<file path="src/rtl/nn_layer_sequencer_pkg.sv">
// nn_pkg: shared types and default sizes for the inference sequencer.
//   state_t - sequencer FSM states
//   tag_t   - write-address tag that travels alongside the sigmoid operand
package nn_pkg;

  localparam int DEF_DATA_W = 16;
  localparam int DEF_LANES  = 10;
  localparam int DEF_N_ROWS = 16;

  typedef enum logic [2:0] {
    IDLE,
    LOAD,
    WAIT,
    ACT,
    DRAIN,
    W2,
    DONE
  } state_t;

  typedef struct packed {
    logic       valid;
    logic [3:0] row;
    logic [3:0] col;
  } tag_t;

endpackage

</file>
<file path="src/rtl/nn_layer_sequencer_tag_delay.sv">
// nn_tag_delay: DEPTH-stage shift register of write tags. It matches the
// sigmoid latency so each tag leaves in the same cycle as its result.
//   clk, reset - clock, synchronous active-high reset
//   flush      - synchronous clear of every stage (run cancelled)
//   tag_in     - tag pushed this cycle
//   tag_out    - tag pushed DEPTH cycles ago
module nn_tag_delay
  import nn_pkg::*;
#(
  parameter int DEPTH = 1
) (
  input  logic clk,
  input  logic reset,
  input  logic flush,
  input  tag_t tag_in,
  output tag_t tag_out
);

  tag_t pipe [DEPTH];

  always_ff @(posedge clk) begin
    if (reset || flush) begin
      for (int i = 0; i < DEPTH; i++) pipe[i] <= '0;
    end else begin
      pipe[0] <= tag_in;
      for (int i = 1; i < DEPTH; i++) pipe[i] <= pipe[i-1];
    end
  end

  assign tag_out = pipe[DEPTH-1];

endmodule

</file>
<file path="src/rtl/nn_layer_sequencer.sv">
// nn_layer_sequencer: per input row, fetch a Layer1Calc column, stream its
// lanes through the sigmoid unit and write the results to gSRAM at
// (row, lane); afterwards sweep the w2SRAM addresses once.
// Ports:
//   clk, reset             - clock, synchronous active-high reset
//   start, abort           - run start pulse, cancel level (abort wins)
//   busy, done             - not-IDLE flag, run-complete pulse
//   in_addr                - inputSRAM address (current row)
//   l1_start, l1_done,
//   l1_column              - Layer1Calc handshake and result column
//   sig_in, sig_out        - sigmoid operand / result (SIG_LAT cycles later)
//   g_we, g_row, g_col,
//   g_wdata                - gSRAM write port
//   w2_addr, w2_valid      - w2SRAM address and its data-valid strobe
//   perf_cycles            - busy-cycle counter
// Build option: define NNSEQ_PERF_EN to build the saturating busy-cycle
// counter; otherwise perf_cycles is tied to 0.
module nn_layer_sequencer
  import nn_pkg::*;
#(
  parameter int DATA_W  = DEF_DATA_W,
  parameter int LANES   = DEF_LANES,
  parameter int N_ROWS  = DEF_N_ROWS,
  parameter int SIG_LAT = 1
) (
  input  logic                    clk,
  input  logic                    reset,
  input  logic                    start,
  input  logic                    abort,
  output logic                    busy,
  output logic                    done,
  output logic [3:0]              in_addr,
  output logic                    l1_start,
  input  logic                    l1_done,
  input  logic [LANES*DATA_W-1:0] l1_column,
  output logic [DATA_W-1:0]       sig_in,
  input  logic [DATA_W-1:0]       sig_out,
  output logic                    g_we,
  output logic [3:0]              g_row,
  output logic [3:0]              g_col,
  output logic [DATA_W-1:0]       g_wdata,
  output logic [3:0]              w2_addr,
  output logic                    w2_valid,
  output logic [31:0]             perf_cycles
);

  localparam int DCW = (SIG_LAT > 1) ? $clog2(SIG_LAT) : 1;
  localparam logic [DCW-1:0] DRAIN_LAST = DCW'(SIG_LAT - 1);
  localparam logic [3:0]     ROW_LAST   = 4'(N_ROWS - 1);
  localparam logic [3:0]     LANE_LAST  = 4'(LANES - 1);
  localparam logic [4:0]     W2_END     = 5'(N_ROWS);

  state_t                        state, state_nxt;
  logic [3:0]                    row, row_nxt;
  logic [3:0]                    lane, lane_nxt;
  logic [DCW-1:0]                drain_cnt, drain_nxt;
  logic [4:0]                    w2_cnt, w2_nxt;
  logic [LANES-1:0][DATA_W-1:0]  col_reg;
  logic                          col_ld, push, w2_issue;
  tag_t                          tag_in, tag_out;

  always_ff @(posedge clk) begin
    if (reset) begin
      state     <= IDLE;
      row       <= '0;
      lane      <= '0;
      drain_cnt <= '0;
      w2_cnt    <= '0;
      col_reg   <= '0;
      w2_valid  <= 1'b0;
    end else begin
      state     <= state_nxt;
      row       <= row_nxt;
      lane      <= lane_nxt;
      drain_cnt <= drain_nxt;
      w2_cnt    <= w2_nxt;
      if (col_ld) col_reg <= l1_column;
      w2_valid  <= w2_issue && !abort;
    end
  end

  always_comb begin
    state_nxt = state;
    row_nxt   = row;
    lane_nxt  = lane;
    drain_nxt = drain_cnt;
    w2_nxt    = w2_cnt;
    col_ld    = 1'b0;
    push      = 1'b0;
    case (state)
      IDLE:  if (start) state_nxt = LOAD;
      LOAD:  state_nxt = WAIT;
      WAIT:  if (l1_done) begin
               col_ld    = 1'b1;
               lane_nxt  = '0;
               state_nxt = ACT;
             end
      ACT: begin
        push     = 1'b1;
        lane_nxt = lane + 4'd1;
        if (lane == LANE_LAST) begin
          drain_nxt = '0;
          state_nxt = DRAIN;
        end
      end
      // Wait out the sigmoid latency so the row's last write lands
      // before the next row (or W2) begins.
      DRAIN: begin
        drain_nxt = drain_cnt + 1'b1;
        if (drain_cnt == DRAIN_LAST) begin
          drain_nxt = '0;
          if (row == ROW_LAST) begin
            row_nxt   = '0;
            w2_nxt    = '0;
            state_nxt = W2;
          end else begin
            row_nxt   = row + 4'd1;
            state_nxt = LOAD;
          end
        end
      end
      // N_ROWS issue cycles plus one tail cycle carrying the last w2_valid.
      W2: begin
        w2_nxt = w2_cnt + 5'd1;
        if (w2_cnt == W2_END) state_nxt = DONE;
      end
      DONE:    state_nxt = IDLE;
      default: state_nxt = IDLE;
    endcase
    if (abort) begin
      state_nxt = IDLE;
      row_nxt   = '0;
      lane_nxt  = '0;
      drain_nxt = '0;
      w2_nxt    = '0;
      col_ld    = 1'b0;
      push      = 1'b0;
    end
  end

  assign busy     = (state != IDLE);
  assign done     = (state == DONE);
  assign l1_start = (state == LOAD);
  assign in_addr  = row;
  assign sig_in   = (state == ACT) ? col_reg[lane] : '0;
  assign w2_issue = (state == W2) && (w2_cnt < W2_END);
  assign w2_addr  = w2_issue ? w2_cnt[3:0] : '0;

  assign tag_in = push ? '{valid: 1'b1, row: row, col: lane} : '0;

  nn_tag_delay #(.DEPTH(SIG_LAT)) u_tag_delay (
    .clk     (clk),
    .reset   (reset),
    .flush   (abort),
    .tag_in  (tag_in),
    .tag_out (tag_out)
  );

  assign g_we    = tag_out.valid;
  assign g_row   = tag_out.row;
  assign g_col   = tag_out.col;
  assign g_wdata = tag_out.valid ? sig_out : '0;

`ifdef NNSEQ_PERF_EN
  logic start_ok;
  assign start_ok = (state == IDLE) && start && !abort;

  always_ff @(posedge clk) begin
    if (reset || start_ok)                     perf_cycles <= '0;
    else if (busy && perf_cycles != '1)        perf_cycles <= perf_cycles + 32'd1;
  end
`else
  assign perf_cycles = '0;
`endif

endmodule

</file>
<file path="config.mk">
export PLATFORM = sky130hd
export DESIGN_NAME = nn_layer_sequencer
export DESIGN_NICKNAME = d
export VERILOG_FILES = /design/src/rtl/nn_layer_sequencer_pkg.sv /design/src/rtl/nn_layer_sequencer_tag_delay.sv /design/src/rtl/nn_layer_sequencer.sv
export SDC_FILE = /design/constraint.sdc
export NUM_CORES = 1
export LEC_CHECK = 0
export ABC_AREA = 1
export CELL_PAD_IN_SITES_DETAIL_PLACEMENT = 1
export CELL_PAD_IN_SITES_GLOBAL_PLACEMENT = 1
export CORE_MARGIN = 3
export CORE_UTILIZATION = 34
export CTS_BUF_LIST = sky130_fd_sc_hd__clkbuf_8
export CTS_CLUSTER_SIZE = 10
export DETAILED_ROUTE_END_ITERATION = 8
export PLACE_DENSITY = 0.79
export SLEW_MARGIN = 25
export SYNTH_ARGS = -nofsm -noshare
export SYNTH_HDL_FRONTEND = slang
export SYNTH_HIERARCHICAL = 1
export SYNTH_SLANG_ARGS = --single-unit
export TNS_END_PERCENT = 20
</file>
<file path="constraint.sdc">
create_clock -name clk -period 2.1 [get_ports clk]
set_clock_uncertainty 0.1 [all_clocks]
set_input_delay 0.315 -clock clk [delete_from_list [all_inputs] [get_ports clk]]
set_output_delay 0.315 -clock clk [all_outputs]
set_load 0.05 [all_outputs]
</file>
======== After elaboration in Yosys (flattened, before gate mapping) ========
Memories as Yosys holds them, arrays and structs flattened.
Cells that the tools add are included.
storage, ports and cells
  flip-flop bits (word level) ............. 178
  RAM bits ................................ 9
  input port bits ......................... 181
  output and inout port bits .............. 85
  word-level logic and storage cells ...... 87
  memories kept ........................... 1
memories
  name              words  bits a word  read ports  clocked after memory_dff  write ports  line                                text
  u_tag_delay.pipe  1      9            1           0                         1            nn_layer_sequencer_tag_delay.sv:19  tag_t pipe [DEPTH];
operators by class
  add/sub/neg operators ................... 4
  magnitude comparators ................... 2
  eq/ne operators ......................... 15
  muxes and demuxes ....................... 32
  bitwise operators ....................... 1
  reductions and logical operators ........ 16
operators by type and width
  cell                 number
  $bmux 16 s4          1
  $mux 16              3
  $mux 3               6
  $mux 9               2
  $pmux 3 s6           1
  $mux 4               3
  $ne 2x2->1 const B   6
  $mux 1               11
  $mux 5               2
  $pmux 5 s2           1
  $eq 3x3->1 const B   3
  $reduce_or 9->1      1
  $add 4x1->4 const B  2
  $eq 4x4->1 const B   2
  $pmux 4 s2           1
  $eq 3x2->1 const B   2
  $reduce_and 2->1     3
  $reduce_bool 2->1    3
  $add 5x1->5 const B  1
  $eq 5x5->1 const B   1
  $lt 4x5->1 const B   1
  $lt 5x5->1 const B   1
  $reduce_and 5->1     1
  $eq 3x1->1 const B   1
  other kinds (10)     11

======== Depth between registers and ports, before layout ========
  depth after elaboration ................. 5
  mapped depth ............................ 11
  depth with buffers taken out ............ 11

======== Cells and area by module ========
Netlist, hierarchy kept.
by module, submodules not included
  module              instances  cells an instance  area an instance (um^2)  seq. area each (um^2)
  nn_layer_sequencer  1          1253               8668.3                   3543.4
  nn_tag_delay        1          30                 266.5                    180.2

======== Least setup slack after synthesis ========
OpenSTA, ideal clock, no wires.
  path kind ............................... register to output
  from .................................... reg lane[0]
  to ...................................... out sig_in[10]
  arrival ................................. 1915 ps
  data required time ...................... 1685 ps
  path slack .............................. -230 ps
  cell stages (with the launch flop) ...... 10
  buffers on the path ..................... 3
  path through ............................ dfxtp_1 buf_2 inv_1 buf_2 buf_2 nand2_1 nand3_1 nand3_1 nand3_1 a21oi_1
on the way
  word-level cells in the longest chain between the ends .. 3
RTL lines
  element                        line                       text
  start: declaration             nn_layer_sequencer.sv:55   logic [3:0] lane, lane_nxt;
  start signal: assignment       nn_layer_sequencer.sv:74   lane <= lane_nxt;
  $bmux 16 s4                    nn_layer_sequencer.sv:145  assign sig_in = (state == ACT) ? col_reg[lane] : '0;
  $mux 16 (implied by the code)  nn_layer_sequencer.sv:145
  $mux 16                        nn_layer_sequencer.sv:145
  end: declaration               nn_layer_sequencer.sv:36   output logic [DATA_W-1:0] sig_in,
No other way between the ends. The select of a mux whose other input is x is not followed.

======== Worst setup path after layout ========
  from .................................... reg lane[0]
  to ...................................... out sig_in[3]
Same word-level chain as after synthesis.

==> impl_metrics.toml <==
[status]
status = "finished with violations"
violations = "setup timing"

[sta]
setup_slack_ns = -0.3060
rsz0062_at_grt = "yes"
fin_crit_ns = 2.406
fin_hold_ws_ns = 0.3102
max_slew_margin_pct = 63.82
final.setup.tns_ns = -4.148
drv_slew = 0
fin_crit_sh_pct = 114.6
finalHoldViolations = 0
fmax_ghz = 0.4156
tightest_slew_ns = 0.5410
finalSetupViolations = 16

[hold_path]
holdCritPathClass = "in2reg"
hold_end = "col_reg[159]"
min_from = "l1_column[159]"
holdPathStages = 3

[critical_path]
rr_endpoint = "state[1]"
worstRegToRegCells = 10
worstSetupPathType = "reg2out"
r2r_start = "lane[0]"
r2r_setup_slack_ns = 0.30
cp-end-kind = "primary output"
critPathRequiredTime_ns = 1.68
path_max_fanout = 8
cp-start-kind = "register"
crit_arrival_ns = 1.99

[clock_network]
cts.clk_slew.worst_paths_ns = 0.12
clkSinkCount = 186
cts_tree = "yes"
cts_buffer_depth = 2
htree_levels = 4
cts_hold_buffers = 0
cts-buffers-inserted = 17
clk_latency_ns = 0.49
clock_tree.root_cell = "clkbuf_8"

[routing]
drtAntennaViolNets = 0
routedWlPerCell_um = 19.51
dr.pass1.iters = 5
vias = 9328
via_per_inst = 5.078
dr.first_iter.drc_count = 759
drc = 0
postRouteWirelength_mm = 35.85

[floorplanning]
coreArea_mm2 = 0.02547
start_util_pct = 35.08
io_pins = 266
die-area_mm2 = 0.02826
placementRows = 58
fp.dieH_um = 168.1
die-width_um = 168.1

[finish]
final-seq-area_mm2 = 0.003732
nNetsFinal = 1680
drive_above_1_share_pct = 19.38
fillers = 3072
area_growth_pct = 49.12
fin_util_pct = 52.31
antenna_cells = 0
multi_input_area_mm2 = 0.004735
largest_reg_flops = 160

[synthesis]
synthAdderAreaFrac_pct = 0.7002
seq_area_frac_synth_pct = 41.67
ys_warn_count = 6
synth_area_leaders = "dfxtp_1 42%, a21oi_1 10%, nand2_1 9.4%"
synthSimpleGateAreaFrac_pct = 20.10
postSynthCellCount = 1283
yosysTopAreaCellShare_pct = 41.67
synthMuxAreaShare_pct = 0
synth_top_family_by_area = "simple AND/OR/NAND/NOR gates"
ys_ff_latch = 186
syn-cell-area_mm2 = 0.008935
synth-xor-area-share_pct = 0.09803
synth-compound-area-share_pct = 19.97
synth_top_area_cell = "dfxtp_1"
synth_area_per_cell_um2 = 6.964
yosys.cell_types.count = 30

[place]
io_buffers = 233
dp.final_hpwl_mm = 23.91
gp_congestion = 0.8236

[pwr]
total_power_mw = 7.136
leakage_nw = 5.044
ir_drop_mv = 0.3390
p_per_area_mw_per_mm2 = 535.6

[global_routing]
grt_pass1_wl_mm = 52.32
antenna_found_initial = 1
grt_usage_pct = 23.41
overflow = 0
grt_max_degree = 55
first_global_vias = 9533

[flow_run]
cap_violations = 0
how the worst max path moves through the flow:
stage	from	end	cells after the start
final	lane[0]	sig_in[3]	8
after global routing	lane[0]	sig_in[6]	8
after CTS	lane[0]	sig_in[1]	8
after detailed placement	lane[0]	sig_in[4]	8
after global placement	lane[0]	sig_in[4]	8
after floorplan	lane[0]	sig_in[13]	9
placed cells by master (no fill, tap or decap), types with 3 or more instances in the layout:
master / instances
nor3_1: 3
ha_1: 5
clkinv_4: 4
nand2_4: 17
nand3_2: 74
clkbuf_8: 17
buf_4: 21
nand2_1: 177
nor2_2: 4
a21oi_2: 8
clkinv_1: 3
conb_1: 32
nand3_1: 43
buf_16: 6
a21oi_1: 169
buf_12: 37
nor2_1: 39
nand2_2: 30
a21oi_4: 8
inv_1: 195
dfxtp_1: 181
dfxtp_2: 4
clkdlybuf4s50_1: 189
o21ai_0: 60
buf_6: 20
nand3_4: 20
dlygate4sd2_1: 4
inv_8: 6
o21ai_1: 107
through the flow:
step / setup WS [ns] / area [um^2] / cells
2_1_floorplan: -0.2301 / 9062 / 1314
3_3_place_gp: 0.08799 / 11640 / 1796
3_5_place_dp: 0.07935 / 11640 / 1796
4_1_cts: -0.2452 / 12930 / 1836
5_1_grt: -0.3648 / 13320 / 1837
6_report: -0.3060 / 13320 / 1837
power breakdown:
part           internal, mW  switching [mW]
Sequential             3.59          0.0217
Clock                  1.01            1.56
Combinational         0.440           0.518
critical path: stages, from the launching register on:
cell	delay, ns
dfxtp_4	0.39
buf_12	0.16
buf_16	0.15
nand2_2	0.10
nand3_4	0.12
nand3_4	0.14
nand3_4	0.09
a21oi_4	0.15
buf_6	0.17
timing repair:
| item | in CTS | in global routing |
|---|---|---|
| resized for setup | 169 | 85 |
| cloned | 5 | 1 |
| buffers inserted | 3 | 0 |
| setup endpoints to repair | 24 | 25 |
| endpoints found under the hold margin | 0 | 0 |
| pin swaps | 64 | 48 |
routing by layer:
layer / global-route usage (%) / vias up / wire length [um]
met3: 5.025 / 51 / 2003
met2: 39.31 / 273 / 17540
met5: 0 / - / 11
met1: 30.50 / 4521 / 15390
li1: - / 4481 / -
met4: 6.510 / 2 / 895
synthesized netlist by cell type:
cell,count
a211oi_1,1
a21o_1,1
a21oi_1,185
buf_1,5
buf_2,17
buf_4,33
buf_6,28
clkbuf_1,36
clkinv_1,3
conb_1,1
dfxtp_1,186
ha_1,5
inv_1,196
inv_2,2
nand2_1,224
nand2_4,2
nand3_1,136
nand3_2,1
nand3b_1,1
nand4_1,2
nor2_1,42
nor2_2,1
nor2_8,1
nor3_1,3
nor3_4,1
nor4_1,1
o21ai_0,67
o21ai_1,100
o21bai_1,1
xor2_1,1
cell families after synthesis:
kind of cell,Yosys count
flip-flops,186
AND/OR/NAND/NOR,415
buffers and inverters,320
other,1
adder cells (fa/ha/maj),5
AO/OA/AOI/OAI,355
XOR/XNOR,1
area by class of cell:
class	instances	area share, %
Clock inverter	15	1.352
Tap cell	330	3.099
Multi-Input combinational cell	808	35.53
Sequential cell	186	28.01
Timing Repair Buffer	280	24.55
Clock buffer	17	1.756
Inverter	201	5.700
Note: power is estimated with default switching activity, not from simulation.
